$ cat config.mk
export PLATFORM = sky130hd
export DESIGN_NAME = matrix_mult_top_flat
export DESIGN_NICKNAME = d
export VERILOG_FILES = /design/src/rtl/matrix_mult_top_if.sv /design/src/rtl/matrix_mult_top.sv /design/src/flat_wrapper.sv
export SDC_FILE = /design/constraint.sdc
export NUM_CORES = 1
export LEC_CHECK = 0
export BUFFER_PORTS_ARGS = -buffer_cell sky130_fd_sc_hd__buf_4
export CAP_MARGIN = 30
export CORE_ASPECT_RATIO = 1.75
export CORE_MARGIN = 3
export CORE_UTILIZATION = 35
export CTS_BUF_LIST = sky130_fd_sc_hd__clkbuf_16
export CTS_CLUSTER_SIZE = 24
export DETAILED_ROUTE_END_ITERATION = 12
export PLACE_DENSITY = 0.63
export RECOVER_POWER = 50
export SLEW_MARGIN = 20
export SYNTH_ARGS = -nofsm -noshare
export SYNTH_HDL_FRONTEND = slang
export SYNTH_SLANG_ARGS = --single-unit
export TNS_END_PERCENT = 1
$ cat constraint.sdc
create_clock -name clk -period 6.2 [get_ports clk]
set_clock_uncertainty 0.05 [all_clocks]
set_input_delay 1.24 -clock clk [delete_from_list [all_inputs] [get_ports clk]]
set_output_delay 1.24 -clock clk [all_outputs]
set_load 0.01 [all_outputs]
$ cat src/rtl/matrix_mult_top_if.sv
// rtl/matrix_mult_top_if.sv - host-side load/readout bundle of the matrix-multiply accelerator
interface matrix_mult_top_if;
  logic       start_in;
  logic       valid_input;
  logic [7:0] X_load;
  logic       read_n;
  logic [7:0] r_addr;
  logic       ry;
  logic [8:0] data_out;
  logic       finish;

  modport master (
    output start_in, valid_input, X_load, read_n, r_addr,
    input  ry, data_out, finish
  );

  modport slave (
    input  start_in, valid_input, X_load, read_n, r_addr,
    output ry, data_out, finish
  );
endinterface

$ cat src/rtl/matrix_mult_top.sv
// rtl/matrix_mult_top.sv - 4x8 by constant 8x4 matrix multiply with double-banked result RAM
module matrix_mult_top (
  input  logic              clk,
  input  logic              rst,
  matrix_mult_top_if.slave  bus
);

  typedef enum logic [2:0] {
    S_IDLE,
    S_LOAD,
    S_COMPUTE,
    S_WRITE,
    S_DONE
  } state_t;

  // A[k][j] = 4k + j + 1, small enough to be generated instead of stored
  function automatic logic [6:0] coef(input logic [2:0] k, input logic [1:0] j);
    return {2'b00, k, 2'b00} + {5'd0, j} + 7'd1;
  endfunction

  state_t      state_q, state_d;
  logic [4:0]  load_cnt_q, load_cnt_d;
  logic [2:0]  k_q, k_d;
  logic [1:0]  row_q, row_d;
  logic [1:0]  col_q, col_d;
  logic        bank_q, bank_d;
  logic        finish_q, finish_d;
  logic [17:0] acc_q [4];
  logic [17:0] acc_d [4];

  logic [7:0]  x_q [32];
  logic [17:0] ram [32];

  logic        x_we;
  logic        ram_we;
  logic [4:0]  ram_waddr;
  logic [17:0] ram_wdata;
  logic [7:0]  x_sel;

  logic [1:0]  rd_cnt_q;
  logic [4:0]  raddr_q;
  logic [17:0] word_q;
  logic [8:0]  data_out_q;

  // Upper address bits select nothing; the RAM is only 32 words deep
  logic [2:0]  unused_addr_bits;
  assign unused_addr_bits = bus.r_addr[7:5];

  assign x_sel = x_q[{row_q, k_q}];

  // Next-state logic: load, per-row MAC over k, then four result writes per row
  always_comb begin
    state_d    = state_q;
    load_cnt_d = load_cnt_q;
    k_d        = k_q;
    row_d      = row_q;
    col_d      = col_q;
    bank_d     = bank_q;
    finish_d   = finish_q;
    for (int j = 0; j < 4; j++) acc_d[j] = acc_q[j];
    x_we       = 1'b0;
    ram_we     = 1'b0;
    ram_waddr  = {bank_q, row_q, col_q};
    ram_wdata  = acc_q[col_q];

    case (state_q)
      S_IDLE, S_DONE: begin
        if (bus.start_in) begin
          state_d    = S_LOAD;
          finish_d   = 1'b0;
          load_cnt_d = 5'd0;
        end
      end
      S_LOAD: begin
        if (bus.valid_input) begin
          x_we       = 1'b1;
          load_cnt_d = load_cnt_q + 5'd1;
          if (load_cnt_q == 5'd31) begin
            state_d = S_COMPUTE;
            k_d     = 3'd0;
            row_d   = 2'd0;
          end
        end
      end
      S_COMPUTE: begin
        // k == 0 restarts the accumulators so no separate clear cycle is needed
        for (int j = 0; j < 4; j++) begin
          acc_d[j] = ((k_q == 3'd0) ? 18'd0 : acc_q[j])
                   + 18'(x_sel) * 18'(coef(k_q, 2'(j)));
        end
        k_d = k_q + 3'd1;
        if (k_q == 3'd7) begin
          state_d = S_WRITE;
          col_d   = 2'd0;
        end
      end
      S_WRITE: begin
        ram_we = 1'b1;
        col_d  = col_q + 2'd1;
        if (col_q == 2'd3) begin
          if (row_q == 2'd3) begin
            state_d  = S_DONE;
            finish_d = 1'b1;
            bank_d   = ~bank_q;
          end else begin
            row_d   = row_q + 2'd1;
            state_d = S_COMPUTE;
          end
        end
      end
      default: state_d = S_IDLE;
    endcase
  end

  // Control and accumulator registers
  always_ff @(posedge clk) begin
    if (rst) begin
      state_q    <= S_IDLE;
      load_cnt_q <= 5'd0;
      k_q        <= 3'd0;
      row_q      <= 2'd0;
      col_q      <= 2'd0;
      bank_q     <= 1'b0;
      finish_q   <= 1'b0;
      for (int j = 0; j < 4; j++) acc_q[j] <= 18'd0;
    end else begin
      state_q    <= state_d;
      load_cnt_q <= load_cnt_d;
      k_q        <= k_d;
      row_q      <= row_d;
      col_q      <= col_d;
      bank_q     <= bank_d;
      finish_q   <= finish_d;
      for (int j = 0; j < 4; j++) acc_q[j] <= acc_d[j];
    end
  end

  // Input matrix storage, row-major by byte index
  always_ff @(posedge clk) begin
    if (x_we && !rst) x_q[load_cnt_q] <= bus.X_load;
  end

  // Result RAM write port; contents survive reset but reset blocks the write
  always_ff @(posedge clk) begin
    if (ram_we && !rst) ram[ram_waddr] <= ram_wdata;
  end

  // Readout: latch address, fetch word + low half, then high half; rd_cnt_q also spaces requests 4 apart
  always_ff @(posedge clk) begin
    if (rst) begin
      rd_cnt_q   <= 2'd0;
      raddr_q    <= 5'd0;
      word_q     <= 18'd0;
      data_out_q <= 9'd0;
    end else begin
      if (rd_cnt_q == 2'd0) begin
        if (!bus.read_n) begin
          raddr_q  <= bus.r_addr[4:0];
          rd_cnt_q <= 2'd3;
        end
      end else begin
        rd_cnt_q <= rd_cnt_q - 2'd1;
      end
      if (rd_cnt_q == 2'd3) begin
        word_q     <= ram[raddr_q];
        data_out_q <= ram[raddr_q][8:0];
      end
      if (rd_cnt_q == 2'd2) begin
        data_out_q <= word_q[17:9];
      end
    end
  end

  assign bus.ry       = (state_q == S_IDLE) || (state_q == S_DONE);
  assign bus.finish   = finish_q;
  assign bus.data_out = data_out_q;

endmodule

$ cat src/flat_wrapper.sv
// flat-port wrapper written by rule: the top's interface ports become plain ports
module matrix_mult_top_flat 
  (clk, rst, bus_start_in, bus_valid_input, bus_X_load, bus_read_n, bus_r_addr, bus_ry, bus_data_out, bus_finish);
  matrix_mult_top_if bus_i ();
  input  logic clk;
  input  logic rst;
  input wire logic [$bits(bus_i.start_in)-1:0] bus_start_in;
  input wire logic [$bits(bus_i.valid_input)-1:0] bus_valid_input;
  input wire logic [$bits(bus_i.X_load)-1:0] bus_X_load;
  input wire logic [$bits(bus_i.read_n)-1:0] bus_read_n;
  input wire logic [$bits(bus_i.r_addr)-1:0] bus_r_addr;
  output wire logic [$bits(bus_i.ry)-1:0] bus_ry;
  output wire logic [$bits(bus_i.data_out)-1:0] bus_data_out;
  output wire logic [$bits(bus_i.finish)-1:0] bus_finish;
  assign bus_i.start_in = bus_start_in;
  assign bus_i.valid_input = bus_valid_input;
  assign bus_i.X_load = bus_X_load;
  assign bus_i.read_n = bus_read_n;
  assign bus_i.r_addr = bus_r_addr;
  assign bus_ry = bus_i.ry;
  assign bus_data_out = bus_i.data_out;
  assign bus_finish = bus_i.finish;
  matrix_mult_top u_core (.clk(clk), .rst(rst), .bus(bus_i));
endmodule
Word level (Yosys, flattened, before mapping)
Memories as Yosys holds them, arrays and structs flattened. A register that Yosys moved wholly into a read port is not among the register bits.
Cells that the tools add are included.
{"block": "totals", "ram_bits": 904, "wordCells": 130, "mem_count": 3, "output_inout_bits": 11, "reg_bits": 51}
{"name": "u_core.ram", "depth": 32, "word_bits": 18, "read_ports": 1, "rd_clocked_by_memory_dff": 1, "wr": 1, "line": "matrix_mult_top.sv:32", "rtl": "logic [17:0] ram [32];"}
{"name": "u_core.x_q", "depth": 32, "word_bits": 8, "read_ports": 1, "rd_clocked_by_memory_dff": 0, "wr": 1, "line": "matrix_mult_top.sv:31", "rtl": "logic [7:0] x_q [32];"}
{"name": "u_core.acc_q", "depth": 4, "word_bits": 18, "read_ports": 5, "rd_clocked_by_memory_dff": 1, "wr": 4, "line": "matrix_mult_top.sv:28", "rtl": "logic [17:0] acc_q [4];"}
{"block": "op_classes", "n_mul": 4, "addsub": 15, "n_reduce_logical": 22, "n_eq_ne": 18, "bitwise_logic": 6, "mux": 51}
{"cell": "two-way mux 18 bit", "n": 8}
{"cell": "adder 18 x 15 -> 18 bit", "n": 4}
{"cell": "two-way mux 72 bit", "n": 1}
{"cell": "multiplier 8 x 7 -> 15 bit", "n": 4}
{"cell": "two-way mux 3 bit", "n": 8}
{"cell": "adder 7 x 1 -> 7 bit (second input constant)", "n": 3}
{"cell": "two-way mux 5 bit", "n": 4}
{"cell": "two-way mux 2 bit", "n": 9}
{"cell": "two-way mux 9 bit", "n": 2}
{"cell": "two-way mux 1 bit", "n": 13}
{"cell": "adder 5 x 2 -> 6 bit (second input constant)", "n": 2}
{"cell": "one-hot mux 3 bit (4 select lines)", "n": 1}
{"cell": "nonzero test 2 bit", "n": 6}
{"cell": "one-hot mux 5 bit (2 select lines)", "n": 1}
{"cell": "AND reduction 5 bit", "n": 2}
{"cell": "AND reduction 3 bit", "n": 3}
{"cell": "== test 2 bit (second input constant)", "n": 4}
{"cell": "inequality test 2 x 1 -> 1 bit (second input constant)", "n": 4}
{"cell": "inequality test 2 bit (second input constant)", "n": 4}
{"cell": "one-hot mux 2 bit (2 select lines)", "n": 2}
{"cell": "adder 5 x 1 -> 6 bit (second input constant)", "n": 1}
{"cell": "== test 3 x 2 -> 1 bit (second input constant)", "n": 2}
{"cell": "== test 3 bit (second input constant)", "n": 2}
{"cell": "zero test 3 bit", "n": 2}
{"cell": "other kinds (17)", "n": 24}

Depth between registers and ports, before layout
Gate-level depths: netlist (run 1).
{"block": "logic_depth", "depth_word": 6, "depth_mapped": 26}

Least setup slack after synthesis (run 1)
OpenSTA, ideal clock, no wires.
{"block": "synth_path", "kind": "register to register", "startpoint": "register u_core.k_q[1]", "endpoint": "memory u_core.acc_q[2][14]", "path_buffers": 7, "t_arrival_ns": 5.797, "path_slack_ns": 0.221, "stages_incl_launch_ff": 25, "cell_sequence": "dfxtp_1 -> buf_2 -> buf_2 -> buf_2 -> clkbuf_1 -> inv_1 -> ha_1 -> nand2b_1 -> clkbuf_1 -> buf_2 -> clkbuf_1 -> nand2_1 -> fa_1 -> inv_1 -> fa_1 -> inv_1 -> fa_1 -> inv_1 -> ha_1 -> o211ai_1 -> a21o_1 -> a21oi_1 -> o41ai_1 -> a2bb2oi_1 -> a21oi_1"}
{"element": "start: declaration", "line": "matrix_mult_top.sv:23", "rtl": "logic [2:0] k_q, k_d;"}
{"element": "start signal: assignment", "line": "matrix_mult_top.sv:129", "rtl": "k_q <= k_d;"}
{"element": "end: declaration", "line": "matrix_mult_top.sv:28"}

==> results of run 1 <==
## layout make-up
class / count / area (um^2) / area share
flip-flops and latches: 953 / 27400 / 0.543
multi-input cells: 1454 / 15300 / 0.303
clock buffers: 92 / 2300 / 0.0456
well taps: 1634 / 2040 / 0.0405
repair buffers: 248 / 1970 / 0.0390
inverters: 193 / 724 / 0.0144
clock inverters: 76 / 707 / 0.0140
diodes: 1 / 2.50 / 0.0000496
## state kept, by name, indices dropped and copies added, names as in the netlist, named ones only
register	flops
u_core.ram	576
u_core.word_q	9
u_core.raddr_q	5
u_core.x_q	256
u_core.bus.data_out	9
u_core.acc_q	72
u_core.col_q	2
u_core.state_q	3
u_core.rd_cnt_q	2
u_core.load_cnt_q	5
u_core.bank_q	1
u_core.bus.finish	1
u_core.k_q	3
u_core.row_q	2
## power breakdown
group,switching [mW],internal [mW],total [mW]
sequential,0.142,7.18,7.32
clock,2.47,3.12,5.59
combinational,2.10,1.72,3.82
## metal layers
metal  wire length [um]  share of wire  vias to the layer above
met2              60100           0.58                      511
met1              36400           0.35                    12500
met4               4230          0.041                        0
li1                   -              -                    10900
met5                  0              0                        -
met3               3520          0.034                      178
## worst paths after layout
path | start | end | slack, ns | depth (start not counted)
max reg2reg | u_core.k_q[0]$_SDFFE_PP0P_ | u_core.acc_q[1][17]$_SDFFE_PP0P_ | 0.09 | 21
min | u_core.acc_q[1][1]$_SDFFE_PP0P_ | u_core.acc_q[1][1]$_SDFFE_PP0P_ | 0.41 | 2
min reg2reg | u_core.acc_q[1][1]$_SDFFE_PP0P_ | u_core.acc_q[1][1]$_SDFFE_PP0P_ | 0.41 | 2
max | u_core.k_q[0]$_SDFFE_PP0P_ | u_core.acc_q[1][17]$_SDFFE_PP0P_ | 0.09 | 21
## cells in the final DEF (no fill, tap or decap), types with 12 or more instances in the layout
| cell | instances |
|---|---|
| nand3b_1 | 12 |
| a31oi_1 | 13 |
| xor2_1 | 12 |
| clkbuf_16 | 92 |
| nand2_1 | 153 |
| nor3_1 | 12 |
| and2_1 | 65 |
| nor2_2 | 23 |
| a21o_1 | 18 |
| nor2_1 | 137 |
| nand4_1 | 12 |
| mux2i_1 | 46 |
| clkbuf_1 | 19 |
| nor2b_1 | 26 |
| ha_1 | 146 |
| buf_4 | 209 |
| clkinv_1 | 20 |
| and3_1 | 14 |
| dfxtp_1 | 117 |
| nand3_1 | 35 |
| clkinv_2 | 12 |
| mux4_2 | 245 |
| edfxtp_1 | 832 |
| fa_1 | 82 |
| inv_1 | 201 |
| o21ai_0 | 30 |
| a211oi_1 | 14 |
| a22oi_1 | 22 |
| a21oi_1 | 107 |
| xnor2_1 | 18 |
## what timing repair did
action	in CTS	in global routing
buffers inserted	2	8
gates resized for setup	35	53
endpoints found under the setup margin	26	32
hold endpoints to repair	0	0
pin swaps	9	41
## critical path: cells and delay by family (launching register included)
family,cells,cell delay (ns)
flops,1,0.37
mux,1,0.51
buf+inv,4,0.44
xor+xnor,1,0.15
simple gates,1,0.17
fa+ha+maj,5,1.86
compound gates,9,2.50
## cell families after synthesis
logic type | Yosys count | synth area share
flops | 953 | 0.629
simple gates | 556 | 0.0614
buf+inv | 326 | 0.0297
compound gates | 324 | 0.0491
mux | 305 | 0.142
fa+ha+maj | 239 | 0.0831
xor+xnor | 30 | 0.00603
==> impl_results.md, run 1 <==
* Status: finished with violations
* Failing checks: max-capacitance violations, max-slew violations
* Synth top area share at 0.573
* First-pass GRT wire length at 157 mm
* Ports at 32
* Minimum clock period at 6.11 ns
* CTS tree: built
* Total CTS buffers at 91
* Fin util at 0.410
* Worst Tran Pin Value at 3.05 ns
* Die X at 273 um
* Largest fanout on the critical path at 5
* Synth warnings at 0
* Top FF cell, synth: edfxtp_1
* Fmax at 0.164 GHz
* Total Power at 16.7 mW
* Initial DRT Pass Iterations at 5
* CP max-delay cell: fa_1
* I/O Buffers at 28
* Number of max-cap violations at 5
* Tightest Hold Check Type: reg -> reg
* Met3 track demand over resource at 0.0204
* DR vias/cell at 5.17
* RSZ-0062 raised after global routing: yes
* Core area at 123,000 um^2
* Normalized max-slew margin at -1.04
* Pwr/cell area at 331 nW/um^2
* Hold_buf cts at 0
* Post-Synthesis Cell Area at 43,600 um^2
* Starting Density at 0.354
* Final hold vios at 0
* Pin count of the biggest net entering global routing at 64
* Via count at 24.0k
* Initial antenna violation count at 1
* Grt met2 use at 0.323
* Filler Cell Count at 11.0k
* Final-report max-slew violation count at 142
* GP Congestion at 0.829
* Lkg Pwr at 17.5 nW
* Total track usage at 0.163
* Area leader, netlist: edfxtp_1
* Reg clk slew, reported paths at 0.07 ns
* Num Clock Sinks at 953
* Setup WS pre-CTS at -0.312 ns
* DRC at 0
* Placed insts at 4,471
* Largest stage delay, worst path at 0.58 ns
* Fin Setup TNS at 0 ns
* Crit-path cells: buf_12, mux4_2, a22o_1, a221o_2, a311o_2, and2_4, xor2_1, ha_2, a31o_1, ha_1, fa_1, inv_1, fa_1, inv_1, ha_1, a2111oi_0, a22oi_1, buf_4, a41o_1, a31o_2, a31oi_1
* H-tree depth at 3
* # rows at 170
* Drt wl/cell at 22.4 um
* Largest cells by area after synthesis: edfxtp_1, mux4_2, dfxtp_1
* Number of synthesized flops with an enable pin at 832
* Critical Path Source Type: flop
* Post-Syn Instances at 2,733
* Final nets at 3,201
* Post-synth ARST share at 0
* Sequential area share after synthesis at 0.629
* Final global-route overflow total at 0
* CP arrival at 6.68 ns
* Count leader, synth: edfxtp_1
* Seq cells post-synth at 953
* Final non-filler cell area at 50,500 um^2
* Worst path required time at 6.76 ns
* Die footprint at 129,000 um^2
* Worst vdd ir at 0.247 mV
* Maximum root-to-sink buffer count at 3
* Vias in the first global route at 25.5k
* ANT nets after route at 0
* Routed wire length at 104 mm
* Leading cell types by count after synthesis: edfxtp_1, mux4_2, inv_1
* Worst-skew pair later-pin latency at 0.69 ns
* CP Capture Type: flop
* Global route hottest layer: met2
* Layout cells sized above 1 at 0.241
* Period utilisation layout at 0.986
* Area growth, synth to finish at 15.9%
* Die Y at 473 um
* Routing usage on met1 at 0.168
* Synth Area per Inst at 15.9 um^2
* Hold_ws at 0.414 ns
* Setup violators final at 0
* Final std cells w/o fill at 4,651
* Setup WS post-layout at 0.0868 ns
* Syn nets at 2,993
* Iter 0 DRT Violations at 1,566
* Kind of critical path: reg -> reg
* Root Driver: clkbuf_16
* Synth cell types at 77
* Final HPWL DP at 71.3 mm
* Placed Area at 47,100 um^2
Power figures use the tool's default switching activity.
==> inputs of run 2 (changes only) <==
--- a/config.mk
+++ b/config.mk
@@ -13,7 +13,7 @@
 export CTS_BUF_LIST = sky130_fd_sc_hd__clkbuf_16
 export CTS_CLUSTER_SIZE = 24
 export DETAILED_ROUTE_END_ITERATION = 12
-export PLACE_DENSITY = 0.63
+export PLACE_DENSITY = 0.57
 export RECOVER_POWER = 50
 export SLEW_MARGIN = 20
 export SYNTH_ARGS = -nofsm -noshare
==> run 2 against run 1 <==
Effect of this change: the flow still finishes with violations (max-capacitance violations, max-slew violations); worst setup slack improved by 0.027 ns; routed wire length increased by 5.3%; design area decreased by 0.85%; fmax increased by 0.44%; critical path depth increased by 2; sequential share of layout area increased by 0.48 points; largest power group unchanged.
==> impl_results.md, run 2 (same netlist as run 1, synthesis figures left out) <==
* Final nets at 3,175 (was 3,201)
* Initial antenna violation count at 2 (was 1)
* Failing checks: max-capacitance violations, max-slew violations (unchanged)
* Die X at 273 um (unchanged)
* Drt wl/cell at 23.7 um (was 22.4 um)
* WHS Path Cells at 1 (was 2)
* Pwr/cell area at 326 nW/um^2 (was 331 nW/um^2)
* Final HPWL DP at 76.2 mm (was 71.3 mm)
* CTS tree: built (unchanged)
* Fin Setup TNS at 0 ns (unchanged)
* Worst-skew pair later-pin latency at 0.69 ns (about the same)
* Normalized max-slew margin at -0.352 (was -1.04)
* Via count at 24.0k (about the same)
* Maximum root-to-sink buffer count at 3 (unchanged)
* Ports at 32 (unchanged)
* First-pass GRT wire length at 164 mm (was 157 mm)
* Period utilisation layout at 0.982 (was 0.986)
* Filler Cell Count at 11.1k (was 11.0k)
* Hold EP: u_core.acc_q[1][0]$_SDFFE_PP0P_ (was u_core.acc_q[1][1]$_SDFFE_PP0P_)
* Placed Area at 47,000 um^2 (was 47,100 um^2)
* Vias in the first global route at 26.1k (was 25.5k)
* Routed wire length at 110 mm (was 104 mm)
* Fmax at 0.164 GHz (about the same)
* Lkg Pwr at 17.3 nW (was 17.5 nW)
* Num Clock Sinks at 953 (unchanged)
* Iter 0 DRT Violations at 1,606 (was 1,566)
* Total CTS buffers at 89 (was 91)
* Hold_ws at 0.408 ns (was 0.414 ns)
* RSZ-0062 raised after global routing: yes (unchanged)
* Reg clk slew, reported paths at 0.06 ns (was 0.07 ns)
* Pin count of the biggest net entering global routing at 97 (was 64)
* Largest stage delay, worst path at 0.58 ns (about the same)
* Final non-filler cell area at 50,000 um^2 (was 50,500 um^2)
* CP arrival at 6.64 ns (was 6.68 ns)
* Total Power at 16.3 mW (was 16.7 mW)
* Critical Path Source Type: flop (unchanged)
* H-tree depth at 3 (unchanged)
* Final hold vios at 0 (unchanged)
* Total track usage at 0.171 (was 0.163)
* Area growth, synth to finish at 14.9% (was 15.9%)
* Largest fanout on the critical path at 13 (was 5)
* R2r setup slk at 0.11 ns (was 0.09 ns)
* Hold_buf cts at 0 (unchanged)
* Crit-path cells: buf_6, buf_12, buf_4, mux4_2, mux4_2, mux2i_4, buf_12, inv_2, buf_4, nand2_1, inv_1, ha_1, buf_4, ha_1, fa_1, inv_1, fa_1, inv_1, ha_4, nand4_1, o41a_1, or3_1, a31oi_1 (was buf_12, mux4_2, a22o_1, a221o_2, a311o_2, and2_4, xor2_1, ha_2, a31o_1, ha_1, fa_1, inv_1, fa_1, inv_1, ha_1, a2111oi_0, a22oi_1, buf_4, a41o_1, a31o_2, a31oi_1)
* Status: finished with violations (unchanged)
* Number of max-cap violations at 8 (was 5)
* CP Capture Type: flop (unchanged)
* Most frequent cells in the layout: edfxtp_1, mux4_2, inv_1, buf_4, nand2_1 (was edfxtp_1, mux4_2, buf_4, inv_1, nand2_1)
* Setup violators final at 0 (unchanged)
* Layout cells sized above 1 at 0.223 (was 0.241)
* I/O Buffers at 28 (unchanged)
* Kind of critical path: reg -> reg (unchanged)
* Top reg by flops: u_core.ram (unchanged)
* Minimum clock period at 6.09 ns (was 6.11 ns)
* Final global-route overflow total at 0 (unchanged)
* Final-report max-slew violation count at 217 (was 142)
* Most common cell after layout, fill and taps aside: edfxtp_1 (unchanged)
* Initial DRT Pass Iterations at 6 (was 5)
* GP Congestion at 0.851 (was 0.829)
* Worst vdd ir at 0.229 mV (was 0.247 mV)
* Top Registers: u_core.ram x576, u_core.x_q x256, u_core.acc_q x72 (unchanged)
* Max reg flops at 576 (unchanged)
* Worst Setup SP: u_core.k_q[0]$_SDFFE_PP0P_ (unchanged)
* Starting Density at 0.354 (unchanged)
* Worst Tran Pin Value at 2.03 ns (was 3.05 ns)
* Worst reg2reg path endpoint: u_core.acc_q[2][15]$_SDFFE_PP0P_ (was u_core.acc_q[1][17]$_SDFFE_PP0P_)
* Fin util at 0.406 (was 0.410)
* CP max-delay cell: mux4_2 (was fa_1)
* Tightest Hold Check Type: reg -> reg (unchanged)
* Die footprint at 129,000 um^2 (unchanged)
* # rows at 170 (unchanged)
* Die Y at 473 um (unchanged)
* Hold Startpoint: u_core.acc_q[1][0]$_SDFFE_PP0P_ (was u_core.acc_q[1][1]$_SDFFE_PP0P_)
* Core area at 123,000 um^2 (unchanged)
* Reg-to-reg startpoint: u_core.k_q[0]$_SDFFE_PP0P_ (unchanged)
* DRC at 0 (unchanged)
* ANT nets after route at 0 (unchanged)
* Worst reg2reg path depth at 23 (was 21)
* DR vias/cell at 5.20 (was 5.17)
* Root Driver: clkbuf_16 (unchanged)
* Worst path required time at 6.75 ns (was 6.76 ns)
run 2: cell types whose count changed in the layout (fill, tap and decap cells not counted), moves of 4 or more:
cell / delta
nor2_1: +7
nor2_4: +6
clkinv_2: -4
ha_1: +4
inv_1: +9
buf_6: -5
buf_4: -22
nor2_2: -13
run 2: routing by layer:
layer / vias up / track usage / part of all wire
li1: 10800 / - / -
met2: 597 / 0.333 / 0.57
met1: 12400 / 0.170 / 0.33
met5: - / 0 / 0
met3: 226 / 0.0231 / 0.037
met4: 0 / 0.0966 / 0.059
run 2: how the worst max path moves through the flow:
stage	to	depth (start not counted)	slack, ns
final	u_core.acc_q[2][15]$_SDFFE_PP0P_	23	0.11
after global routing	u_core.acc_q[0][15]$_SDFFE_PP0P_	25	-0.07
after CTS	u_core.acc_q[1][13]$_SDFFE_PP0P_	26	-0.04
after detailed placement	u_core.acc_q[0][15]$_SDFFE_PP0P_	24	-0.06
after global placement	u_core.acc_q[2][13]$_SDFFE_PP0P_	21	-0.1
after floorplan	u_core.acc_q[2][14]$_SDFFE_PP0P_	24	0.22
run 2: power by group:
group          switching, mW  total, mW  internal, mW
clock                   2.47       5.37          2.91
combinational           2.04       3.61          1.57
sequential             0.158       7.34          7.18
total                   4.67       16.3          11.7
run 2: final cells by class:
class | count | area, um^2 | area share
flip-flops and latches | 953 | 27400 | 0.548
inverters | 193 | 728 | 0.0145
clock inverters | 75 | 623 | 0.0124
clock buffers | 89 | 2230 | 0.0445
well taps | 1634 | 2040 | 0.0408
multi-input cells | 1454 | 15200 | 0.304
diodes | 2 | 5.00 | 0.000100
repair buffers | 224 | 1780 | 0.0355
run 2: worst max-delay path, delay by kind of cell (launching register included):
family	cells	cell delay [ns]
mux	3	1.28
buf+inv	10	1.11
flops	1	0.36
compound gates	2	0.69
fa+ha+maj	5	1.83
simple gates	3	0.66
run 2: stage by stage:
step / setup slack (ns) / instances
2_1_floorplan: 0.221 / 2733
3_3_place_gp: -0.0976 / 4448
3_5_place_dp: -0.0631 / 4448
4_1_cts: -0.0381 / 4612
5_1_grt: -0.0742 / 4622
6_report: 0.114 / 4624
run 2: timing repair:
item                                    in CTS  in global routing
endpoints found under the setup margin       9                 30
gates resized for setup                      6                 42
pin swaps                                    1                 11
setup buffers                                0                 10
